<file path="src/rtl/alu_share_arb.sv">
// alu_share_arb: two-requester round-robin arbiter and sequencer for one
// shared combinational ALU. The winning operation is registered into an
// issue stage (S1) that drives the ALU ports. The ALU result is captured
// into a one-entry response buffer owned by the requester that issued it.
module alu_share_arb #(
    parameter int DATA_W = 32,
    parameter int CONF_W = 5
) (
    input  logic              clk,
    input  logic              reset_n,

    input  logic              req0_valid,
    output logic              req0_ready,
    input  logic [CONF_W-1:0] req0_conf,
    input  logic              req0_sign,
    input  logic [DATA_W-1:0] req0_in1,
    input  logic [DATA_W-1:0] req0_in2,

    input  logic              req1_valid,
    output logic              req1_ready,
    input  logic [CONF_W-1:0] req1_conf,
    input  logic              req1_sign,
    input  logic [DATA_W-1:0] req1_in1,
    input  logic [DATA_W-1:0] req1_in2,

    output logic              rsp0_valid,
    input  logic              rsp0_ready,
    output logic [DATA_W-1:0] rsp0_data,

    output logic              rsp1_valid,
    input  logic              rsp1_ready,
    output logic [DATA_W-1:0] rsp1_data,

    output logic [CONF_W-1:0] alu_conf,
    output logic              alu_sign,
    output logic [DATA_W-1:0] alu_in1,
    output logic [DATA_W-1:0] alu_in2,
    input  logic [DATA_W-1:0] alu_result
);

    // Issue stage registers; they drive the ALU directly.
    logic              s1_valid_q;
    logic              s1_src_q;
    logic [CONF_W-1:0] s1_conf_q;
    logic              s1_sign_q;
    logic [DATA_W-1:0] s1_in1_q;
    logic [DATA_W-1:0] s1_in2_q;

    // Round-robin history: the requester granted by the last accepted handshake.
    logic              last_grant_q;

    // Response buffers, one entry per requester.
    logic              rsp0_valid_q;
    logic [DATA_W-1:0] rsp0_data_q;
    logic              rsp1_valid_q;
    logic [DATA_W-1:0] rsp1_data_q;

    // Combinational control.
    logic              s1_adv_s;
    logic              s1_free_s;
    logic              grant_s;
    logic              accept_s;
    logic              adv_to_0_s;
    logic              adv_to_1_s;
    logic [CONF_W-1:0] sel_conf_s;
    logic              sel_sign_s;
    logic [DATA_W-1:0] sel_in1_s;
    logic [DATA_W-1:0] sel_in2_s;

    // A buffer can take a new result when it is empty or being drained now.
    function automatic logic buf_open(input logic valid, input logic ready);
        return (~valid) | ready;
    endfunction

    // Round-robin pick: on contention the requester not granted last time wins.
    function automatic logic rr_pick(input logic v0, input logic v1, input logic last);
        logic pick;
        if (v0 && v1) begin
            pick = ~last;
        end else if (v1) begin
            pick = 1'b1;
        end else begin
            pick = 1'b0;
        end
        return pick;
    endfunction

    // Advance/accept conditions, arbitration and selection of the winner's fields.
    always_comb begin
        s1_adv_s   = 1'b0;
        s1_free_s  = 1'b0;
        grant_s    = 1'b0;
        sel_conf_s = '0;
        sel_sign_s = 1'b0;
        sel_in1_s  = '0;
        sel_in2_s  = '0;

        // S1 can only retire into its own requester's buffer; the other
        // buffer never unblocks it (head-of-line blocking is accepted).
        if (s1_src_q) begin
            s1_adv_s = s1_valid_q & buf_open(rsp1_valid_q, rsp1_ready);
        end else begin
            s1_adv_s = s1_valid_q & buf_open(rsp0_valid_q, rsp0_ready);
        end
        s1_free_s = (~s1_valid_q) | s1_adv_s;

        grant_s = rr_pick(req0_valid, req1_valid, last_grant_q);

        if (grant_s) begin
            sel_conf_s = req1_conf;
            sel_sign_s = req1_sign;
            sel_in1_s  = req1_in1;
            sel_in2_s  = req1_in2;
        end else begin
            sel_conf_s = req0_conf;
            sel_sign_s = req0_sign;
            sel_in1_s  = req0_in1;
            sel_in2_s  = req0_in2;
        end
    end

    // Ready is gated by the requester's own valid so it marks a real handshake.
    assign req0_ready = s1_free_s & ~grant_s & req0_valid;
    assign req1_ready = s1_free_s &  grant_s & req1_valid;
    assign accept_s   = req0_ready | req1_ready;
    assign adv_to_0_s = s1_adv_s & ~s1_src_q;
    assign adv_to_1_s = s1_adv_s &  s1_src_q;

    // Issue stage: load on acceptance, retire on advance, otherwise hold.
    always_ff @(posedge clk or negedge reset_n) begin
        if (!reset_n) begin
            s1_valid_q <= 1'b0;
            s1_src_q   <= 1'b0;
            s1_conf_q  <= '0;
            s1_sign_q  <= 1'b0;
            s1_in1_q   <= '0;
            s1_in2_q   <= '0;
        end else if (accept_s) begin
            s1_valid_q <= 1'b1;
            s1_src_q   <= grant_s;
            s1_conf_q  <= sel_conf_s;
            s1_sign_q  <= sel_sign_s;
            s1_in1_q   <= sel_in1_s;
            s1_in2_q   <= sel_in2_s;
        end else if (s1_adv_s) begin
            // Operand fields keep their last value so the ALU inputs stay quiet.
            s1_valid_q <= 1'b0;
        end
    end

    // Round-robin history moves only on an accepted handshake.
    always_ff @(posedge clk or negedge reset_n) begin
        if (!reset_n) begin
            last_grant_q <= 1'b1;
        end else if (accept_s) begin
            last_grant_q <= grant_s;
        end
    end

    // Requester 0 response buffer: a refill takes priority over a pop.
    always_ff @(posedge clk or negedge reset_n) begin
        if (!reset_n) begin
            rsp0_valid_q <= 1'b0;
            rsp0_data_q  <= '0;
        end else if (adv_to_0_s) begin
            rsp0_valid_q <= 1'b1;
            rsp0_data_q  <= alu_result;
        end else if (rsp0_valid_q && rsp0_ready) begin
            rsp0_valid_q <= 1'b0;
        end
    end

    // Requester 1 response buffer: a refill takes priority over a pop.
    always_ff @(posedge clk or negedge reset_n) begin
        if (!reset_n) begin
            rsp1_valid_q <= 1'b0;
            rsp1_data_q  <= '0;
        end else if (adv_to_1_s) begin
            rsp1_valid_q <= 1'b1;
            rsp1_data_q  <= alu_result;
        end else if (rsp1_valid_q && rsp1_ready) begin
            rsp1_valid_q <= 1'b0;
        end
    end

    assign rsp0_valid = rsp0_valid_q;
    assign rsp0_data  = rsp0_data_q;
    assign rsp1_valid = rsp1_valid_q;
    assign rsp1_data  = rsp1_data_q;

    assign alu_conf   = s1_conf_q;
    assign alu_sign   = s1_sign_q;
    assign alu_in1    = s1_in1_q;
    assign alu_in2    = s1_in2_q;

endmodule
</file>
<file path="config.mk">
export PLATFORM = sky130hd
export DESIGN_NAME = alu_share_arb
export DESIGN_NICKNAME = d
export VERILOG_FILES = /design/src/rtl/alu_share_arb.sv
export SDC_FILE = /design/constraint.sdc
export NUM_CORES = 1
export LEC_CHECK = 0
export CAP_MARGIN = 40
export CORE_UTILIZATION = 38
export CTS_BUF_LIST = sky130_fd_sc_hd__clkbuf_4
export CTS_CLUSTER_DIAMETER = 100
export DETAILED_ROUTE_END_ITERATION = 16
export PLACE_DENSITY_LB_ADDON = 0.05
export RECOVER_POWER = 100
export SYNTH_ARGS = -nofsm -noshare
export SYNTH_HDL_FRONTEND = slang
export SYNTH_SLANG_ARGS = --single-unit
</file>
<file path="constraint.sdc">
create_clock -name clk -period 1.4 [get_ports clk]
set_input_delay 0.28 -clock clk [delete_from_list [all_inputs] [get_ports clk]]
set_output_delay 0.28 -clock clk [all_outputs]
set_load 0.01 [all_outputs]
</file>
==> results by stage <==
Outcome:
- The run finished, with violations left.
- The final reports fail on setup timing.

Global routing:
- The first-pass GRT wire length is 32,190 um.
- Global routing used 24.22% of the available tracks across all layers.
- The largest net degree at the start of global routing is slightly above 70.
- The initial antenna violation count is 1.
- The via count of the first global-routing pass is 6,030.
- For this run the aggregate overflow at the end of global routing stands at 0.

CTS:
- TritonCTS built the clock tree.
- The number of CTS-inserted buffers is 17.
- The CTS root buffer is sky130_fd_sc_hd__clkbuf_4.
- The longest clock path from root to sink contains 2 buffers.
- The H-tree level count is 4.
- The clock transition at the registers of the reported paths is between 0.1 and 0.15 ns.
- At the later pin of the worst-skew pair, clock insertion delay measures approximately 0.55 ns.
- The clock net sink count is 139.

Route:
- The iteration-0 DRC count of the detailed router is around 180.
- In the final routed layout, each cell accounts on average for between 15 and 20 um.
- The highest layer used for signal routing is met4.
- Detailed routing placed a total of about 12,000 um of wire on met2.
- The residual DRC count is 0.
- The remaining antenna violation count after routing is 0.
- In the final routing, the length of wire on met1 measures around 8400 um.
- After detailed routing, the total wire length is approximately 22,000 um.
- Using the TritonRoute via totals, the vias-per-cell ratio works out to 5.052.
- The first-pass iteration count of the detailed router is 4.
- Wire segments on met3 add up to approximately 1300 um in the final route.
- The total via count after detailed routing is roughly 5,700.

Critical path:
- Among cell families on the critical path, the largest total delay comes from simple AND/OR/NAND/NOR gates.
- In this run the worst setup path begins at s1_valid_q.
- For the worst setup path, the data required time is about 1.1 ns.
- In this design, the stage delay of the slowest critical-path cell is 0.42 ns.
- The number of buffers and inverters on the critical path is 1.
- Along the worst path, the maximum fanout reaches 3.
- The depth of the worst register-to-register path is 8.
- The worst path arrival time is approximately 1.7 ns.
- The endpoint of the most critical register-to-register path is rsp0_data[20].
- Counting buffers and inverters, the worst setup path is 3 cells deep.
- The type of the worst setup path is reg -> out.
- The source of the worst register-to-register timing path is rsp0_valid.
- STA classifies the critical path endpoint as a primary output.
- Walking the worst path, the cells encountered are and4b_2, nor4_4, buf_2.
- The largest individual stage delay along the critical path comes from the cell sky130_fd_sc_hd__dfrtp_1.
- The worst register-to-register path has a setup slack of -0.51 ns.
- The most critical setup path has its endpoint at req0_ready.
- The worst setup path is launched from a register.

Yosys:
- Sorting the synthesized cells by area gives the leading types as sky130_fd_sc_hd__dfrtp_1, sky130_fd_sc_hd__a2bb2oi_2, sky130_fd_sc_hd__mux2_2, sky130_fd_sc_hd__o32ai_1, sky130_fd_sc_hd__buf_6.
- The synthesis-stage register bit count is roughly 140.
- For this run, asynchronously set or reset flops after synthesis account for between 90% and 100%.
- The number of instances in the synthesized netlist is approximately 420.
- The number of synthesis warnings is 0.
- After synthesis the cells add up to 6354 um^2.
- The number of synthesized flops with an enable pin is 0.
- The count of cell types in the netlist is 28.
- Synthesis produced a netlist with a net count of around 600.
- For this run, the register share of the synthesized area comes to a little over half.
- The commonest cells after synthesis are sky130_fd_sc_hd__dfrtp_1, sky130_fd_sc_hd__o32ai_1, sky130_fd_sc_hd__a2bb2oi_2.
- The cell taking the most area after synthesis is sky130_fd_sc_hd__dfrtp_1.
- The average instance in the mapped netlist occupies 15.24 um^2.
- The most used flip-flop cell after synthesis is sky130_fd_sc_hd__dfrtp_1.
- After synthesis, the largest area contributor takes up around 54% of total cell area.
- Among all cell types in the netlist, the one instantiated most often is sky130_fd_sc_hd__dfrtp_1.

Pwr:
- The peak ir drop on the vdd network is 0.8761 mV.
- The areal power density over the cells is 2144 nW/um^2.
- The standby leakage power is between 0.005 and 0.006 uW.
- The overall power is 25,030 uW.

Timing:
- The final number of max-transition violations is 0.
- The worst pin sits at a relative slew slack of between 30% and 40%.
- The clock period minus final worst setup slack is 1.941 ns.
- On the final layout, the worst clock skew is approximately 0.014 ns.
- The transition time at the pin with the least slew margin is 1.007 ns.
- The setup TNS is -46.69 ns.
- Setup repair after global routing could not meet its margin everywhere.
- Of the available clock period, the critical path in the final layout requires 138.7%.
- The hold violation count in the final report is 0.
- The upper clock frequency limit is between 0.5 and 0.6 GHz.
- The number of setup violations in the final report is roughly 140.
- Setup slack on the critical path of the routed design comes to -0.5411 ns.
- The worst hold margin is roughly 0.37 ns.

Cells and area:
- The share of post-route cells with drive strength above 1 is 55.94%.
- From synthesis to final layout, the design area changed by 83.77%.
- The storage element area is approximately 3500 um^2.
- The count of fill cells added during filler insertion is roughly 1,100.
- After routing the design area is around 12,000 um^2.
- The area taken by multi-input logic gates is ~2900 um^2.
- In the final design database the tool counted ~1,100 nets.

Die:
- The die is between 100 and 150 um wide.
- Pin placement for this block handled approximately 320 I/O pins.
- The number of cell rows is 46.
- The floorplan step defined a core boundary enclosing between 15,000 and 20,000 um^2.
- The die is around 130 um tall.
- The initial cell density of the core is roughly two fifths.
- The floorplan step defined a die boundary enclosing approximately 17,000 um^2.

Placed design:
- The post-DP HPWL is ~14,000 um.
- The routability congestion estimate is between 0.7 and 0.8.
- The pre-CTS setup slack is -0.8002 ns.
- The number of buffer cells added on primary ports is roughly 320.
- The standard cell area after detailed placement is between 10,000 and 15,000 um^2.

Worst hold path:
- The worst hold path begins at req1_in1[24].
- The class of the tightest hold or removal check is in -> reg.

Job:
- The max-cap violation count is 0.
[state kept, by name, indices dropped and copies added, names as in the netlist]
| name | cells |
|---|---|
| s1_src_q | 1 |
| s1_valid_q | 1 |
| alu_in1 | 32 |
| rsp0_valid | 1 |
| last_grant_q | 1 |
| rsp1_data | 32 |
| rsp1_valid | 1 |
| alu_in2 | 32 |
| alu_conf | 5 |
| alu_sign | 1 |
| rsp0_data | 32 |
[cell families after synthesis]
group           share of synthesized area [%]
compound gates                          26.84
flops                                   54.77
mux                                     11.34
buf+inv                                 5.022
simple gates                            2.028
[how the worst min path moves through the flow]
| stage | cells after the start | to | slack, ns |
|---|---|---|---|
| floorplan | 0 | alu_conf[0] | -0.02 |
| global placement | 1 | rsp1_data[6] | 0.22 |
| detailed placement | 1 | rsp1_data[6] | 0.22 |
| CTS | 2 | rsp1_data[6] | 0.18 |
| global route | 2 | rsp1_data[17] | 0.31 |
| finish | 3 | alu_in1[24] | 0.37 |
[through the flow]
step	utilization, %	std cells
after CTS	67.72	1067
final	72.45	1134
after detailed placement	62.97	953
after global routing	72.45	1134
after floorplan	-	417
after global placement	62.97	953
[repair_timing]
item,4_1_cts,5_1_grt
buffers inserted,72,72
cloned,9,2
setup endpoints to repair,273,275
hold endpoints to repair,139,0
hold buffers,1,0
resized for setup,638,93
pin swaps,4,10
[power by group]
| group | internal (uW) | switching (uW) |
|---|---|---|
| combinational | 9660 | 5660 |
| clock | 1050 | 1470 |
| sequential | 5940 | 1240 |
| total | 16600 | 8380 |
[cells in the final DEF (no fill, tap or decap), drive strengths merged, types with 6 or more instances in the layout]
cell type	n
a2bb2oi	69
mux2	64
inv	6
clkinv	7
dfrtp	138
buf	333
clkbuf	22
o32ai	70
clkdlybuf4s50	176
[routing by layer]
layer	global-route usage, %	vias to the layer above
li1	-	2643
met1	26.42	2833
met2	44.15	223
met3	7.215	30
met4	8.850	0
met5	0	-
[worst min-delay path, delay by kind of cell]
kind                   cells  cell delay [ns]
buffers and inverters      1             0.40
AOI/OAI and AO/OA          2             0.21
[area by class of cell]
| cell class | count | area share (%) |
|---|---|---|
| Antenna cell | 1 | 0.02143 |
| Clock inverter | 14 | 1.093 |
| Tap cell | 216 | 2.315 |
| Multi-Input combinational cell | 227 | 24.58 |
| Clock buffer | 18 | 1.157 |
| Inverter | 4 | 0.1286 |
| Sequential cell | 139 | 29.80 |
| Timing Repair Buffer | 515 | 40.90 |
Power figures use the tool's default switching activity.
